`src/rtl/goldschmidt_pkg.sv`:
```
// Shared types and encodings for the Goldschmidt divide/square-root sequencer.
package goldschmidt_pkg;

  typedef enum logic [1:0] {
    IDLE = 2'd0,
    RUN  = 2'd1,
    DONE = 2'd2
  } gs_state_t;

  localparam logic [1:0] OP_DIV  = 2'b00;
  localparam logic [1:0] OP_SQRT = 2'b01;

  // Operand mux select codes shared by sA and sB
  localparam logic [1:0] SEL_0 = 2'b00;
  localparam logic [1:0] SEL_1 = 2'b01;
  localparam logic [1:0] SEL_2 = 2'b10;
  localparam logic [1:0] SEL_3 = 2'b11;

  // Cycle counter width: covers up to 16 divide cycles or 2+3*4 root cycles
  localparam int C_W = 4;

endpackage

```
`src/rtl/goldschmidt_seq_schedule.sv`:
```
// Combinational schedule decode: (op, c, state) -> operand selects and register enables.
module gs_schedule
  import goldschmidt_pkg::*;
#(
  parameter int DIV_LEN    = 12,
  parameter int SQRT_ITERS = 4
) (
  input  logic [1:0]     op,
  input  logic [C_W-1:0] c,
  input  gs_state_t      state,
  output logic [1:0]     sA,
  output logic [1:0]     sB,
  output logic           enableN,
  output logic           enableD,
  output logic           enableK,
  output logic           enableQD
);

  localparam logic [C_W-1:0] DIV_LAST = C_W'(DIV_LEN - 1);
  localparam logic [C_W-1:0] SQ_LAST  = C_W'(2 + 3 * SQRT_ITERS);

  logic           m;
  logic [C_W-1:0] c_m2;
  logic [C_W-1:0] t_full;
  logic [1:0]     t;

  assign m      = (c >= C_W'(2)) && (c < DIV_LAST);
  assign c_m2   = c - C_W'(2);
  assign t_full = c_m2 % C_W'(3);
  assign t      = t_full[1:0];

  always_comb begin
    sA       = SEL_0;
    sB       = SEL_0;
    enableN  = 1'b0;
    enableD  = 1'b0;
    enableK  = 1'b0;
    enableQD = 1'b0;
    if (state == RUN) begin
      if (op == OP_DIV) begin
        sA       = {c == DIV_LAST, m};
        sB       = {m, c[0]};
        enableN  = ~c[0];
        enableD  = c[0];
        enableK  = c[0];
        enableQD = (c == DIV_LAST);
      end else if (c == C_W'(0)) begin
        enableN = 1'b1;
      end else if (c == C_W'(1)) begin
        sB      = SEL_3;
        enableD = 1'b1;
      end else if (c == SQ_LAST) begin
        sA      = SEL_1;
        sB      = SEL_2;
        enableN = 1'b1;
      end else begin
        // Each root iteration is three cycles: update D/K, then N, then D
        case (t)
          2'd0: begin
            sA      = SEL_2;
            sB      = SEL_2;
            enableD = 1'b1;
            enableK = 1'b1;
          end
          2'd1: begin
            sA      = SEL_1;
            sB      = SEL_2;
            enableN = 1'b1;
          end
          default: begin
            sA      = SEL_1;
            sB      = SEL_3;
            enableD = 1'b1;
          end
        endcase
      end
    end
  end

endmodule

```
`src/rtl/goldschmidt_seq.sv`:
```
// Goldschmidt divide/square-root control sequencer (IDLE/RUN/DONE).
// Optional abort input enabled by defining GS_SEQ_ABORT_EN.
module goldschmidt_seq
  import goldschmidt_pkg::*;
#(
  parameter int DIV_LEN    = 12,
  parameter int SQRT_ITERS = 4
) (
  input  logic       clk,
  input  logic       reset,
  input  logic       req_valid,
  input  logic [1:0] req_op,
  output logic       req_ready,
  output logic       resp_valid,
  input  logic       resp_ready,
`ifdef GS_SEQ_ABORT_EN
  input  logic       abort,
`endif
  output logic [1:0] op,
  output logic [1:0] sA,
  output logic [1:0] sB,
  output logic       enableN,
  output logic       enableD,
  output logic       enableK,
  output logic       enableQD,
  output logic       busy
);

  localparam logic [C_W-1:0] DIV_LAST = C_W'(DIV_LEN - 1);
  localparam logic [C_W-1:0] SQ_LAST  = C_W'(2 + 3 * SQRT_ITERS);

  gs_state_t      state;
  logic [C_W-1:0] c;
  logic           last_cycle;
  logic           abort_req;

`ifdef GS_SEQ_ABORT_EN
  assign abort_req = abort;
`else
  assign abort_req = 1'b0;
`endif

  assign last_cycle = (op == OP_DIV) ? (c == DIV_LAST) : (c == SQ_LAST);

  always_ff @(posedge clk or posedge reset) begin
    if (reset) begin
      state <= IDLE;
      c     <= '0;
      op    <= OP_DIV;
    end else begin
      case (state)
        IDLE: begin
          if (req_valid) begin
            op    <= req_op;
            c     <= '0;
            state <= RUN;
          end
        end
        RUN: begin
          c <= c + 1'b1;
          if (abort_req)       state <= IDLE;
          else if (last_cycle) state <= DONE;
        end
        DONE: begin
          // Abort wins over a simultaneous consumer handshake
          if (abort_req || resp_ready) state <= IDLE;
        end
        default: state <= IDLE;
      endcase
    end
  end

  assign req_ready  = (state == IDLE);
  assign resp_valid = (state == DONE);
  assign busy       = (state == RUN);

  gs_schedule #(
    .DIV_LEN    (DIV_LEN),
    .SQRT_ITERS (SQRT_ITERS)
  ) u_schedule (
    .op       (op),
    .c        (c),
    .state    (state),
    .sA       (sA),
    .sB       (sB),
    .enableN  (enableN),
    .enableD  (enableD),
    .enableK  (enableK),
    .enableQD (enableQD)
  );

endmodule

```
`config.mk`:
```
export PLATFORM = sky130hd
export DESIGN_NAME = goldschmidt_seq
export DESIGN_NICKNAME = d
export VERILOG_FILES = /design/src/rtl/goldschmidt_pkg.sv /design/src/rtl/goldschmidt_seq_schedule.sv /design/src/rtl/goldschmidt_seq.sv
export SDC_FILE = /design/constraint.sdc
export NUM_CORES = 1
export LEC_CHECK = 0
export ABC_AREA = 1
export BUFFER_PORTS_ARGS = -buffer_cell sky130_fd_sc_hd__buf_2
export CAP_MARGIN = 30
export CORE_MARGIN = 4
export CORE_UTILIZATION = 56
export CTS_CLUSTER_DIAMETER = 80
export DETAILED_ROUTE_END_ITERATION = 10
export PLACE_DENSITY = 0.82
export SYNTH_ARGS = -nofsm -noshare
export SYNTH_HDL_FRONTEND = slang
export SYNTH_HIERARCHICAL = 1
export SYNTH_SLANG_ARGS = --single-unit
```
`constraint.sdc`:
```
create_clock -name clk -period 6.3 [get_ports clk]
set_input_delay 1.89 -clock clk [delete_from_list [all_inputs] [get_ports clk]]
set_output_delay 1.89 -clock clk [all_outputs]
set_load 0.02 [all_outputs]
```
; ---- Word-level counts from Yosys, hierarchy flattened
; Index checks and enable logic that the tools add are counted.
[totals]
output_inout_bits = 13
ff_bits = 8
elab_cells = 67
input_bits = 6
[classes]
n_lt_le_gt_ge = 2
n_div = 1
n_bitwise = 1
n_mux = 39
n_reduce_logical = 10
n_eq_ne = 9
add_sub_neg = 2
[ops]
columns = operator, count
row1 = 2-bit two-way mux, 14
row2 = 1-bit two-way mux, 22
row3 = "4-bit equality test, second input constant", 2
row4 = 4-bit one-hot mux with 2 select lines, 1
row5 = 2-bit zero test, 3
row6 = 2-bit one-hot mux with 3 select lines, 1
row7 = "4-bit by 1-bit adder with 4-bit output, second input constant", 1
row8 = "2-bit by 1-bit equality test with 1-bit output, second input constant", 2
row9 = "4-bit by 1-bit equality test with 1-bit output, second input constant", 1
row10 = "4-bit by 2-bit >= comparator with 1-bit output, second input constant", 1
row11 = 4-bit zero test, 1
row12 = "4-bit < comparator, second input constant", 1
row13 = "4-bit by 2-bit modulo with 4-bit output, second input constant", 1
row14 = 4-bit two-way mux, 1
row15 = "2-bit by 1-bit inequality test with 1-bit output, second input constant", 2
row16 = 2-bit AND reduction, 2
row17 = "4-bit by 2-bit subtractor with 4-bit output, second input constant", 1
row18 = 3-bit AND reduction, 1
row19 = "2-bit equality test, second input constant", 1
row20 = "2-bit inequality test, second input constant", 1
row21 = 2-bit nonzero test, 1
row22 = 2-bit OR reduction, 1
row23 = 1-bit logical AND, 1
row24 = 1-bit NOT, 1

; ---- Logic depth before layout (Yosys ltp)
; Gate-level depths: netlist of run 1.
[logic_depth]
ltp_word = 10
ltp_mapped = 25

; ---- Cells and area by module
; Netlist of run 1, hierarchy kept.
[modules_own_cells]
columns = module, area_each_um2, cells_each, instances, seq_area_each_um2
row1 = gs_schedule, 491.7, 91, 1, 0.0
row2 = goldschmidt_seq, 399.1, 52, 1, 200.2

; ---- Worst setup path after synthesis of run 1
; OpenSTA, ideal clock, no wires.
[synth_timing]
kind = flip-flop to output port
from = reg c[1]
to = out enableK
arrival_time_ns = 3.012
path_slack_ns = 1.398
n_path_buf = 0
required_time_ns = 4.410
path_stages_with_launch = 23
cell_sequence = dfrtp_1 > inv_6 > ha_1 > inv_1 > nand2_1 > nand2_1 > ha_1 > inv_2 > nand2_1 > nand2_1 > inv_1 > ha_1 > inv_1 > ha_1 > nand3_1 > o21ai_1 > ha_1 > inv_1 > nand3_2 > nand2_1 > nand2_2 > nand4_1 > a21oi_1
[synth_via]
elab_chain_cells = 9
elab_cells_between_ends = 12
cone_classes = add/sub (1) / div (1) / eq/ne (2) / mux (6) / reduce/logical (2)
[synth_lines]
columns = item, line_no
row1 = "start, declared", goldschmidt_seq.sv:33  ; logic [C_W-1:0] c;
row2 = "start signal, assigned", goldschmidt_seq.sv:60  ; c <= c + 1'b1;
row3 = 4-bit by 2-bit subtractor with 4-bit output, goldschmidt_seq_schedule.sv:28  ; assign c_m2 = c - C_W'(2);
row4 = 4-bit by 2-bit modulo with 4-bit output, goldschmidt_seq_schedule.sv:29  ; assign t_full = c_m2 % C_W'(3);
row5 = 2-bit zero test, goldschmidt_seq_schedule.sv:58  ; case (t)
row6 = 1-bit two-way mux, goldschmidt_seq_schedule.sv:58
row7 = 1-bit two-way mux, goldschmidt_seq_schedule.sv:52  ; end else if (c == SQ_LAST) begin
row8 = 1-bit two-way mux, goldschmidt_seq_schedule.sv:49  ; end else if (c == C_W'(1)) begin
row9 = 1-bit two-way mux *, goldschmidt_seq_schedule.sv:47  ; end else if (c == C_W'(0)) begin
row10 = 1-bit two-way mux *, goldschmidt_seq_schedule.sv:40  ; if (op == OP_DIV) begin
row11 = 1-bit two-way mux *, goldschmidt_seq_schedule.sv:39  ; if (state == RUN) begin
row12 = "end, declared", goldschmidt_seq.sv:24  ; output logic enableK,
; Every way passes the cells marked *; elsewhere a longest branch is shown, timed or not.

; ---- Worst setup path in the final report of run 1
; Same ends and word-level chain as after synthesis.

==> out/results.env, run 1 <==
FINAL_UTIL_PCT=67.9
DIE_AREA_MM2=0.00229
CRITICAL_PATH_REQUIRED_PS=4410
CRITICAL_PATH_CLASS='flip-flop to primary output'
CRIT_PATH_MAX_INCR_DELAY_PS=490
FIRST_PASS_ITERS=4
AREA_GROWTH_PCT=14.9
NUMBER_OF_CELLS_ON_THE_WORST_REG_TO_REG_PATH=2
SYNTH_AREA_UM2=891
CLK-INSERTION-DELAY-LATE_PS=250
CLK_PIN_SLEW_WORST_PATHS_PS=50
ROUTED_WIRE_LENGTH_MM=1.75
STATUS='complete, no violations'
YS_TYPES=26
TIMING.CRITICAL_PATH.BUF_INV=7
GRTUSAGETOTAL_PCT=17.7
LAYOUT.NETS=179
MOSTFREQUENTLAYOUTCELL='nand2_1'
START_UTIL_PCT=59.1
SYNTH-SEQ-CELLS=8
SETUP_TOTAL_NEGATIVE_SLACK_PS=0
GP_ROUTABILITY_CONGESTION=0.766
TRITONCTS.NUM_BUFFERS=3
DETAILEDROUTE.FIRSTITERATIONVIOLATIONS=15
GRT_SETUP_UNREPAIRED='no'
MAXCAPVIOLATIONS=0
NUMBER_OF_GLOBAL_ROUTE_VIAS_BEFORE_REPAIR=748
SETUP.REG_TO_REG.WORST_SLACK_PS=5050
TCRIT_TCLK_FINAL_PCT=85.7
WORSTREG2REGEND='c[1]$_DFFE_PP0P_'
REGTOREGSTARTPOINT='c[0]$_DFFE_PP0P_'
POSTSYNTH.ASYNCRESETSHARE_PCT=100
FMAXACHIEVABLE_MHz=185
POST_DRT_VIA_CELL_RATIO=4.99
CRITICAL_PATH_CELL_COUNT=23
CRIT_ARRIVAL_PS=3510
HP-CLASS='flip-flop to flip-flop'
CLKSINKCOUNT=8
MOST_USED_ROUTING_LAYER_IN_GLOBAL_ROUTING='met2'
TIGHTEST_SLEW_PS=439
ANTENNA_CELLS=0
WL_PER_CELL_UM=9.73
POSTSYNTHNETCOUNT=156
LAYOUT_COMMON_CELLS='42 x nand2_1, 21 x inv_1, 18 x buf_2, 12 x nand3_1, 12 x nor2_1'
GRT_REMAINING_OVERFLOW=0
SLEW_VIOLATIONS=0
POST_CTS_RESIZE_COUNT=0
CTS_SETUP_BUFFERS=0
AVERAGE_CELL_AREA_AFTER_SYNTHESIS_UM2=6.23
TIMING.CRITICAL_PATH.FROM_TYPE='flip-flop'
WIDTH_OF_THE_DIE_UM=47.9
GRT_USE_MET2_PCT=30.3
PLACE.PORT_BUFFERS=18
PIN_COUNT_OF_THE_BIGGEST_NET_ENTERING_GLOBAL_ROUTING=14
DETAILED_PLACE_HPWL_MM=1.44
CRITICAL_PATH.CELL_CHAIN='inv_6, ha_1, inv_1, nand2_1, nand2_1, ha_1, inv_2, nand2_1, nand2_1, inv_1, ha_1, inv_1, ha_1, nand3_1, o21ai_1, ha_1, inv_1, nand3_2, nand2_1, nand2_2, nand4_1, a21oi_1, buf_2'
CTS_TREE='yes'
CLK_ROOT_BUFFER_CELL='clkbuf_4'
SYNTH_FF_TYPE='dfrtp_1'
DRIVE_ABOVE_1_SHARE_PCT=25.6
FINAL.SETUP_SKEW_PS=6.43
CP_TOP_FAMILY='adder cells'
GRT_USE_MET3_PCT=3.38
HOLD_VIOLATIONS=0
SETUP.WORST_PATH.END='enableK'
POST_CTS_HOLD_BUFFER_COUNT=0
CAPTURING_ELEMENT_TYPE_OF_THE_CRITICAL_PATH='primary output'
FINAL-SETUP-VIOL-COUNT=0
SYNTH-SEQ-AREA-SHARE_PCT=22.5
SYNTH-EDFF-COUNT=0
ROUTED-VIA-COUNT=898
SETUP.WORST_PATH.START='c[1]$_DFFE_PP0P_'
MIN_PERIOD_PS=5400
SYN_INST=143
GR-USAGE-MET1_PCT=22.6
ANTENNA_FOUND_INITIAL=0
YOSYSWARNINGCOUNT=6
DRCVIOLATIONCOUNT=0
MAXIMUM_CLOCK_INSERTION_BUFFER_COUNT=2
TIMING.CRITICAL_PATH.FANOUT_MAX=8
SLEW_HEADROOM_PCT=70.7
FLOORPLAN.ROWS=14
FP.COREAREA_MM2=0.00151
FIRST_PASS_GRT_WIRE_LENGTH_MM=2.93
CRITICAL-PATH-SLOWEST-CELL='dfrtp_1'
H-TREE-DEPTH=1
CHIPHEIGHT_UM=47.9
POSTROUTEANTENNANETS=0
IO_PINS=19
[Yosys cell counts (2+ instances only)]
library cell	instances	area share, %
a21oi_1	6	3.4
dfrtp_1	8	22
ha_1	7	9.8
inv_1	21	8.8
inv_2	6	2.5
nand2_1	42	18
nand2_2	3	2.1
nand3_1	12	6.7
nand3_2	4	4.5
nor2_1	12	5.1
nor2_2	2	1.4
o21ai_0	2	1.1
o21ai_1	5	2.8
[final cells by class]
type                       instances  area, µm²
inverter                          29        115
fill                             146        483
clock buffer                       3       22.5
tap                               16       20.0
multi-input combinational        106        576
timing repair buffer              18       90.1
sequential                         8        200
[flip-flops by register name (all words and copies together) (netlist names)]
register and count:
op 2, state 2, c 4
[worst min path at each step]
stage / slack [ps] / endpoint / startpoint / cells past startpoint
2_1_floorplan: 520 / c[2]$_DFFE_PP0P_ / c[2]$_DFFE_PP0P_ / 1
3_3_place_gp: 500 / op[0]$_DFFE_PP0P_ / op[0]$_DFFE_PP0P_ / 2
3_5_place_dp: 500 / op[1]$_DFFE_PP0P_ / op[1]$_DFFE_PP0P_ / 2
4_1_cts: 520 / op[1]$_DFFE_PP0P_ / op[1]$_DFFE_PP0P_ / 2
5_1_grt: 540 / op[0]$_DFFE_PP0P_ / op[0]$_DFFE_PP0P_ / 2
6_report: 510 / op[0]$_DFFE_PP0P_ / op[0]$_DFFE_PP0P_ / 2
[logic make-up (layout without fill, tap and decap cells)]
| logic type | count (synthesis) | after routing | synth area share, % |
|---|---|---|---|
| AOI/OAI and AO/OA | 17 | 17 | 11.1 |
| buffers and inverters | 29 | 50 | 12.9 |
| and+or+nand+nor | 81 | 81 | 42.7 |
| adders and majority gates | 7 | 7 | 9.83 |
| DFF | 8 | 8 | 22.5 |
| xor gates and xnor gates | 1 | 1 | 0.983 |
[through the flow]
stage / instances / worst slack (ps) / hold slack (ps) / area (µm²)
2_1_floorplan: 143 / 1400 / 523 / 891
3_3_place_gp: 177 / 1310 / 501 / 1000
3_5_place_dp: 177 / 1160 / 502 / 1000
4_1_cts: 180 / 892 / 517 / 1020
5_1_grt: 180 / 540 / 542 / 1020
6_report: 180 / 903 / 515 / 1020
[worst register-to-register path, stage by stage, from the launching register on]
cell     delay, ps
dfrtp_1        610
ha_1           310
a22o_1         230
[layer usage]
| metal | vias to the layer above | wire length, µm |
|---|---|---|
| met2 | 18 | 787 |
| li1 | 493 | - |
| met1 | 382 | 865 |
| met3 | 5 | 82 |
| met4 | 0 | 17 |
| met5 | - | 0 |
Power of run 1 is not shown: default switching activity piles up to over one toggle a cycle in this logic, so the estimate is an artifact.
==> run 2: changes to the inputs <==
--- a/config.mk
+++ b/config.mk
@@ -8,11 +8,13 @@
 export ABC_AREA = 1
 export BUFFER_PORTS_ARGS = -buffer_cell sky130_fd_sc_hd__buf_2
 export CAP_MARGIN = 30
+export CELL_PAD_IN_SITES_DETAIL_PLACEMENT = 1
+export CELL_PAD_IN_SITES_GLOBAL_PLACEMENT = 2
 export CORE_MARGIN = 4
-export CORE_UTILIZATION = 56
+export CORE_UTILIZATION = 30
 export CTS_CLUSTER_DIAMETER = 80
 export DETAILED_ROUTE_END_ITERATION = 10
-export PLACE_DENSITY = 0.82
+export PLACE_DENSITY_LB_ADDON = 0.1
 export SYNTH_ARGS = -nofsm -noshare
 export SYNTH_HDL_FRONTEND = slang
 export SYNTH_HIERARCHICAL = 1
==> out/results.env, run 2 (same netlist as run 1, synthesis figures left out) <==
FIRST_PASS_GRT_WIRE_LENGTH_MM=4.26  # +46%
CRITICAL_PATH.CELL_CHAIN='inv_6, ha_1, nand2_1, nand2_1, ha_1, inv_2, nand2_1, nand2_1, inv_1, ha_1, inv_1, ha_1, nand3_1, o21ai_1, ha_1, inv_1, nand3_2, nand2_1, nand2_2, nand4_1, o21bai_1, buf_2'
FLOORPLAN.ROWS=19  # +5
CLKSINKCOUNT=8  # unchanged
TOP_REGISTER='c'
DETAILED_PLACE_HPWL_MM=1.90  # +32%
H-TREE-DEPTH=1  # unchanged
CTS_SETUP_BUFFERS=0  # unchanged
IO_PINS=19  # unchanged
FILLERS=386  # +160%
MOSTFREQUENTLAYOUTCELL='nand2_1'
FMAXACHIEVABLE_MHz=184  # -0.88%
CRITICAL-PATH-SLOWEST-CELL='dfrtp_1'
MAXIMUM_CLOCK_INSERTION_BUFFER_COUNT=2  # unchanged
CLK-INSERTION-DELAY-LATE_PS=250  # about the same
TCRIT_TCLK_FINAL_PCT=86.4  # +0.76 points
GRT_SETUP_UNREPAIRED='no'
WORSTREG2REGEND='c[1]$_DFFE_PP0P_'
NUMBER_OF_GLOBAL_ROUTE_VIAS_BEFORE_REPAIR=1002  # +34%
REGISTER_AREA_UM2=200  # unchanged
REG_TOP3='c x4, op x2, state x2'
MIN_TO='op[0]$_DFFE_PP0P_'
WL_PER_CELL_UM=11.6  # +19%
PIN_COUNT_OF_THE_BIGGEST_NET_ENTERING_GLOBAL_ROUTING=14  # unchanged
CRITICAL_PATH_REQUIRED_PS=4410  # about the same
CRIT_ARRIVAL_PS=3550  # +40 ps
TRITONCTS.NUM_BUFFERS=3  # unchanged
DETAILEDROUTE.FIRSTITERATIONVIOLATIONS=32  # +17
POST_CTS_HOLD_BUFFER_COUNT=0  # unchanged
POST_DRT_VIA_CELL_RATIO=4.81  # -3.7%
FP.COREAREA_MM2=0.00281  # +86%
HP-CLASS='flip-flop to flip-flop'
FIRST_PASS_ITERS=4  # unchanged
LARGEST_REGISTER_FF_COUNT=4  # unchanged
POST_CTS_RESIZE_COUNT=0  # unchanged
SLEW_HEADROOM_PCT=68.1  # -2.6 points
CTS_TREE='yes'
GRTUSAGETOTAL_PCT=12.8  # -4.9 points
FINAL.SETUP_SKEW_PS=8.06  # +1.63 ps
PLACE.PORT_BUFFERS=18  # unchanged
CAPTURING_ELEMENT_TYPE_OF_THE_CRITICAL_PATH='primary output'
CRIT_PATH_MAX_INCR_DELAY_PS=570  # +80 ps
MIN_DELAY_PATH_DEPTH=2  # unchanged
ANTENNA_FOUND_INITIAL=0  # unchanged
TIMING.CRITICAL_PATH.FANOUT_MAX=8  # unchanged
DRIVE_ABOVE_1_SHARE_PCT=25.6  # unchanged
DETAILEDPLACE.WORSTSLACK_PS=1070  # -89.0 ps
CLK_PIN_SLEW_WORST_PATHS_PS=60  # about the same
FINAL_UTIL_PCT=37.2  # -31 points
MULTI_INPUT_COMB_AREA_UM2=576  # unchanged
WIDTH_OF_THE_DIE_UM=62.5  # +31%
CRITICAL_PATH_CLASS='flip-flop to primary output'
TIGHTEST_SLEW_PS=478  # +38.5 ps
NUMBER_OF_CELLS_ON_THE_WORST_REG_TO_REG_PATH=2  # unchanged
ROUTED-VIA-COUNT=937  # +4.3%
MIN_PERIOD_PS=5440  # +48.1 ps
SETUP.REG_TO_REG.WORST_SLACK_PS=5000  # -50 ps
LAYOUT_COMMON_CELLS='42 x nand2_1, 21 x inv_1, 18 x buf_2, 12 x nand3_1, 12 x nor2_1'
GRT_REMAINING_OVERFLOW=0  # unchanged
DRCVIOLATIONCOUNT=0  # unchanged
MAXCAPVIOLATIONS=0  # unchanged
GP_ROUTABILITY_CONGESTION=0.699  # -8.8%
CHIPHEIGHT_UM=62.5  # +31%
HOLD_PATH_STARTPOINT='op[0]$_DFFE_PP0P_'
FINAL.SETUP.WORST_SLACK_PS=855  # -48.1 ps
START_UTIL_PCT=31.8  # -27 points
CLK_ROOT_BUFFER_CELL='clkbuf_4'
SETUP_TOTAL_NEGATIVE_SLACK_PS=0  # unchanged
LAYOUT.NETS=179  # unchanged
FINAL-SETUP-VIOL-COUNT=0  # unchanged
STATUS='complete, no violations'
POSTROUTEANTENNANETS=0  # unchanged
REGTOREGSTARTPOINT='c[0]$_DFFE_PP0P_'
ANTENNA_CELLS=0  # unchanged
ROUTED_WIRE_LENGTH_MM=2.26  # +29%
TIMING.CRITICAL_PATH.FROM_TYPE='flip-flop'
DIE_AREA_MM2=0.00391  # +70%
SLEW_VIOLATIONS=0  # unchanged
AREA_GROWTH_PCT=17.0
HOLD_VIOLATIONS=0  # unchanged
-- run 2: routing by layer --
layer,global-route usage (%),wire (µm)
met1,15.6,1050
met2,24.1,1130
met3,1.26,62
met4,2.48,17
met5,0,0
-- run 2: worst max-delay path by stage --
stage | start | slack, ps | cells after the start | to
4_1_cts | c[1]$_DFFE_PP0P_ | 800 | 23 | sA[1]
3_3_place_gp | c[1]$_DFFE_PP0P_ | 1210 | 22 | sA[1]
3_5_place_dp | c[1]$_DFFE_PP0P_ | 1070 | 23 | sA[1]
5_1_grt | c[1]$_DFFE_PP0P_ | 430 | 23 | sA[1]
6_report | c[1]$_DFFE_PP0P_ | 860 | 22 | sA[1]
2_1_floorplan | c[1]$_DFFE_PP0P_ | 1400 | 22 | enableK
-- run 2: layout make-up --
class,instances,share of cell area (%)
clock buffers,3,2.16
multi-input cells,106,55.2
repair buffers,18,8.64
inverters,29,11.0
well taps,31,3.72
flip-flops and latches,8,19.2
-- run 2: per-stage QoR --
| step | hold slack [ps] | cell area (µm²) | instances |
|---|---|---|---|
| floorplan | 523 | 891 | 143 |
| global placement | 502 | 1020 | 192 |
| detailed placement | 512 | 1020 | 192 |
| CTS | 527 | 1040 | 195 |
| global route | 557 | 1040 | 195 |
| finish | 519 | 1040 | 195 |
-- run 2: worst max-delay path: cells and delay by family (launching register included) --
kind	cells	cell delay, ps
buf+inv	6	520
fa+ha+maj	5	1070
compound gates	2	300
simple gates	9	860
flops	1	570
Power of run 2 is left out for the same reason.
==> run 3: changes to the inputs <==
--- a/config.mk
+++ b/config.mk
@@ -7,10 +7,10 @@
 export LEC_CHECK = 0
 export ABC_AREA = 1
 export BUFFER_PORTS_ARGS = -buffer_cell sky130_fd_sc_hd__buf_2
-export CAP_MARGIN = 30
+export CAP_MARGIN = 10
 export CELL_PAD_IN_SITES_DETAIL_PLACEMENT = 1
 export CELL_PAD_IN_SITES_GLOBAL_PLACEMENT = 2
-export CORE_MARGIN = 4
+export CORE_MARGIN = 2
 export CORE_UTILIZATION = 30
 export CTS_CLUSTER_DIAMETER = 80
 export DETAILED_ROUTE_END_ITERATION = 10
==> out/results.env, run 3 (same netlist as run 1, synthesis figures left out) <==
CLK-INSERTION-DELAY-LATE_PS=250  # about the same
DIE_AREA_MM2=0.00342  # -12%
LARGEST_REGISTER_FF_COUNT=4  # unchanged
DRIVE_ABOVE_1_SHARE_PCT=25.6  # unchanged
CRITICAL_PATH_REQUIRED_PS=4410  # about the same
TRITONCTS.NUM_BUFFERS=3  # unchanged
SETUP.REG_TO_REG.WORST_SLACK_PS=5030  # +30 ps
LAYOUT.NETS=179  # unchanged
SETUP_TOTAL_NEGATIVE_SLACK_PS=0  # unchanged
TIGHTEST_SLEW_PS=437  # -40.8 ps
GRT_SETUP_UNREPAIRED='no'
WL_PER_CELL_UM=11.0  # -5.4%
STDCELL_COUNT=195  # unchanged
TCRIT_TCLK_FINAL_PCT=86.5  # +0.11 points
HP-CLASS='flip-flop to flip-flop'
ANTENNA_CELLS=0  # unchanged
MIN_PERIOD_PS=5450  # +7.19 ps
FIRST_PASS_GRT_WIRE_LENGTH_MM=4.09  # -4.1%
POSTROUTEANTENNANETS=0  # unchanged
CRITICAL_PATH_CLASS='flip-flop to primary output'
MIN_DELAY_PATH_DEPTH=2  # unchanged
REGTOREGSTARTPOINT='c[0]$_DFFE_PP0P_'
TIMING.CRITICAL_PATH.FROM_TYPE='flip-flop'
ROUTED-VIA-COUNT=925  # -1.3%
POST_CTS_RESIZE_COUNT=0  # unchanged
CRIT_ARRIVAL_PS=3560  # about the same
FINAL.SETUP_SKEW_PS=7.49  # -0.571 ps
MIN_TO='op[1]$_DFFE_PP0P_'
DETAILED_PLACE_HPWL_MM=1.81  # -5.1%
WORSTREG2REGEND='c[1]$_DFFE_PP0P_'
ANTENNA_FOUND_INITIAL=0  # unchanged
REG_TOP3='c x4, op x2, state x2'
PLACE.PORT_BUFFERS=18  # unchanged
FLOORPLAN.ROWS=19  # unchanged
GRTUSAGETOTAL_PCT=14.9  # +2.1 points
FIRST_PASS_ITERS=4  # unchanged
IO_PINS=19  # unchanged
GRT_REMAINING_OVERFLOW=0  # unchanged
STATUS='complete, no violations'
FMAXACHIEVABLE_MHz=183  # -0.13%
CLK_PIN_SLEW_WORST_PATHS_PS=50  # about the same
WIDTH_OF_THE_DIE_UM=58.5  # -6.4%
PLACEDCELLCOUNT=192  # unchanged
NUMBER_OF_GLOBAL_ROUTE_VIAS_BEFORE_REPAIR=962  # -4.0%
HOLD_PATH_STARTPOINT='op[1]$_DFFE_PP0P_'
TIMING.CRITICAL_PATH.FANOUT_MAX=8  # unchanged
GP_ROUTABILITY_CONGESTION=0.723  # +3.4%
CRIT_PATH_MAX_INCR_DELAY_PS=490  # -80 ps
CHIPHEIGHT_UM=58.5  # -6.4%
POST_DRT_VIA_CELL_RATIO=4.74  # -1.3%
NUMBER_OF_CELLS_ON_THE_WORST_REG_TO_REG_PATH=2  # unchanged
CTS_TREE='yes'
CLK_ROOT_BUFFER_CELL='clkbuf_4'
FINAL-SETUP-VIOL-COUNT=0  # unchanged
CRITICAL_PATH.CELL_CHAIN='inv_6, ha_1, inv_1, nand2_1, nand2_1, ha_1, inv_2, nand2_1, nand2_1, inv_1, ha_1, inv_1, ha_1, nand3_1, o21ai_1, ha_1, inv_1, nand3_2, nand2_1, nand2_2, nand4_1, a21oi_1, buf_2'
DETAILEDROUTE.FIRSTITERATIONVIOLATIONS=30  # -6.3%
CLKSINKCOUNT=8  # unchanged
ROUTED_WIRE_LENGTH_MM=2.14  # -5.4%
HOLD_VIOLATIONS=0  # unchanged
H-TREE-DEPTH=1  # unchanged
MAXCAPVIOLATIONS=0  # unchanged
CRITICAL-PATH-SLOWEST-CELL='dfrtp_1'
AREA_GROWTH_PCT=17.0  # unchanged
CTS_SETUP_BUFFERS=0  # unchanged
SETUP.WORST_PATH.START='c[1]$_DFFE_PP0P_'
SLEW_HEADROOM_PCT=70.9  # +2.7 points
DRCVIOLATIONCOUNT=0  # unchanged
START_UTIL_PCT=32.0  # +0.27 points
MAXIMUM_CLOCK_INSERTION_BUFFER_COUNT=2  # unchanged
CAPTURING_ELEMENT_TYPE_OF_THE_CRITICAL_PATH='primary output'
TOP_REGISTER='c'
FP.COREAREA_MM2=0.00278  # -0.85%
PIN_COUNT_OF_THE_BIGGEST_NET_ENTERING_GLOBAL_ROUTING=14  # unchanged
LAYOUT_COMMON_CELLS='42 x nand2_1, 21 x inv_1, 18 x buf_2, 12 x nand3_1, 12 x nor2_1'
SLEW_VIOLATIONS=0  # unchanged
MOSTFREQUENTLAYOUTCELL='nand2_1'
POST_CTS_HOLD_BUFFER_COUNT=0  # unchanged
run 3: cell counts in the layout (fill, tap and decap cells not counted):
Identical to the previous run, type by type.
run 3: worst max-delay path: cells and delay by family, from the launching register on:
| kind | cells | cell delay (ps) |
|---|---|---|
| buffers and inverters | 7 | 620 |
| AO/OA/AOI/OAI | 2 | 310 |
| AND/OR/NAND/NOR | 9 | 850 |
| adder cells (fa/ha/maj) | 5 | 1030 |
| flip-flops | 1 | 490 |
run 3: cell type report:
type / count / area [µm²]
inverters: 29 / 115
fillers: 399 / 1740
clock buffers: 3 / 22.5
flip-flops and latches: 8 / 200
multi-input cells: 106 / 576
well taps: 31 / 38.8
repair buffers: 18 / 90.1
run 3: metrics by stage:
stage	worst slack [ps]	hold slack, ps	cell area [µm²]	utilization [%]
3_3_place_gp	1200	517	1020	36.7
2_1_floorplan	1400	523	891	-
3_5_place_dp	1060	523	1020	36.7
5_1_grt	393	563	1040	37.5
4_1_cts	775	538	1040	37.5
6_report	848	529	1040	37.5
run 3: per-layer routing:
metal	global-route usage [%]	routed length [µm]
met1	19.0	1060
met2	26.5	1000
met3	2.20	69
met4	2.99	7
met5	0	0
run 3: worst max-delay path by stage:
stage                          to  slack [ps]  cells past startpoint
after floorplan           enableK        1400                     22
after global placement    enableK        1200                     22
after detailed placement  enableK        1060                     23
after CTS                 enableK         770                     23
after global routing      enableK         390                     23
final                     enableK         850                     23
Power of run 3 is left out for the same reason.
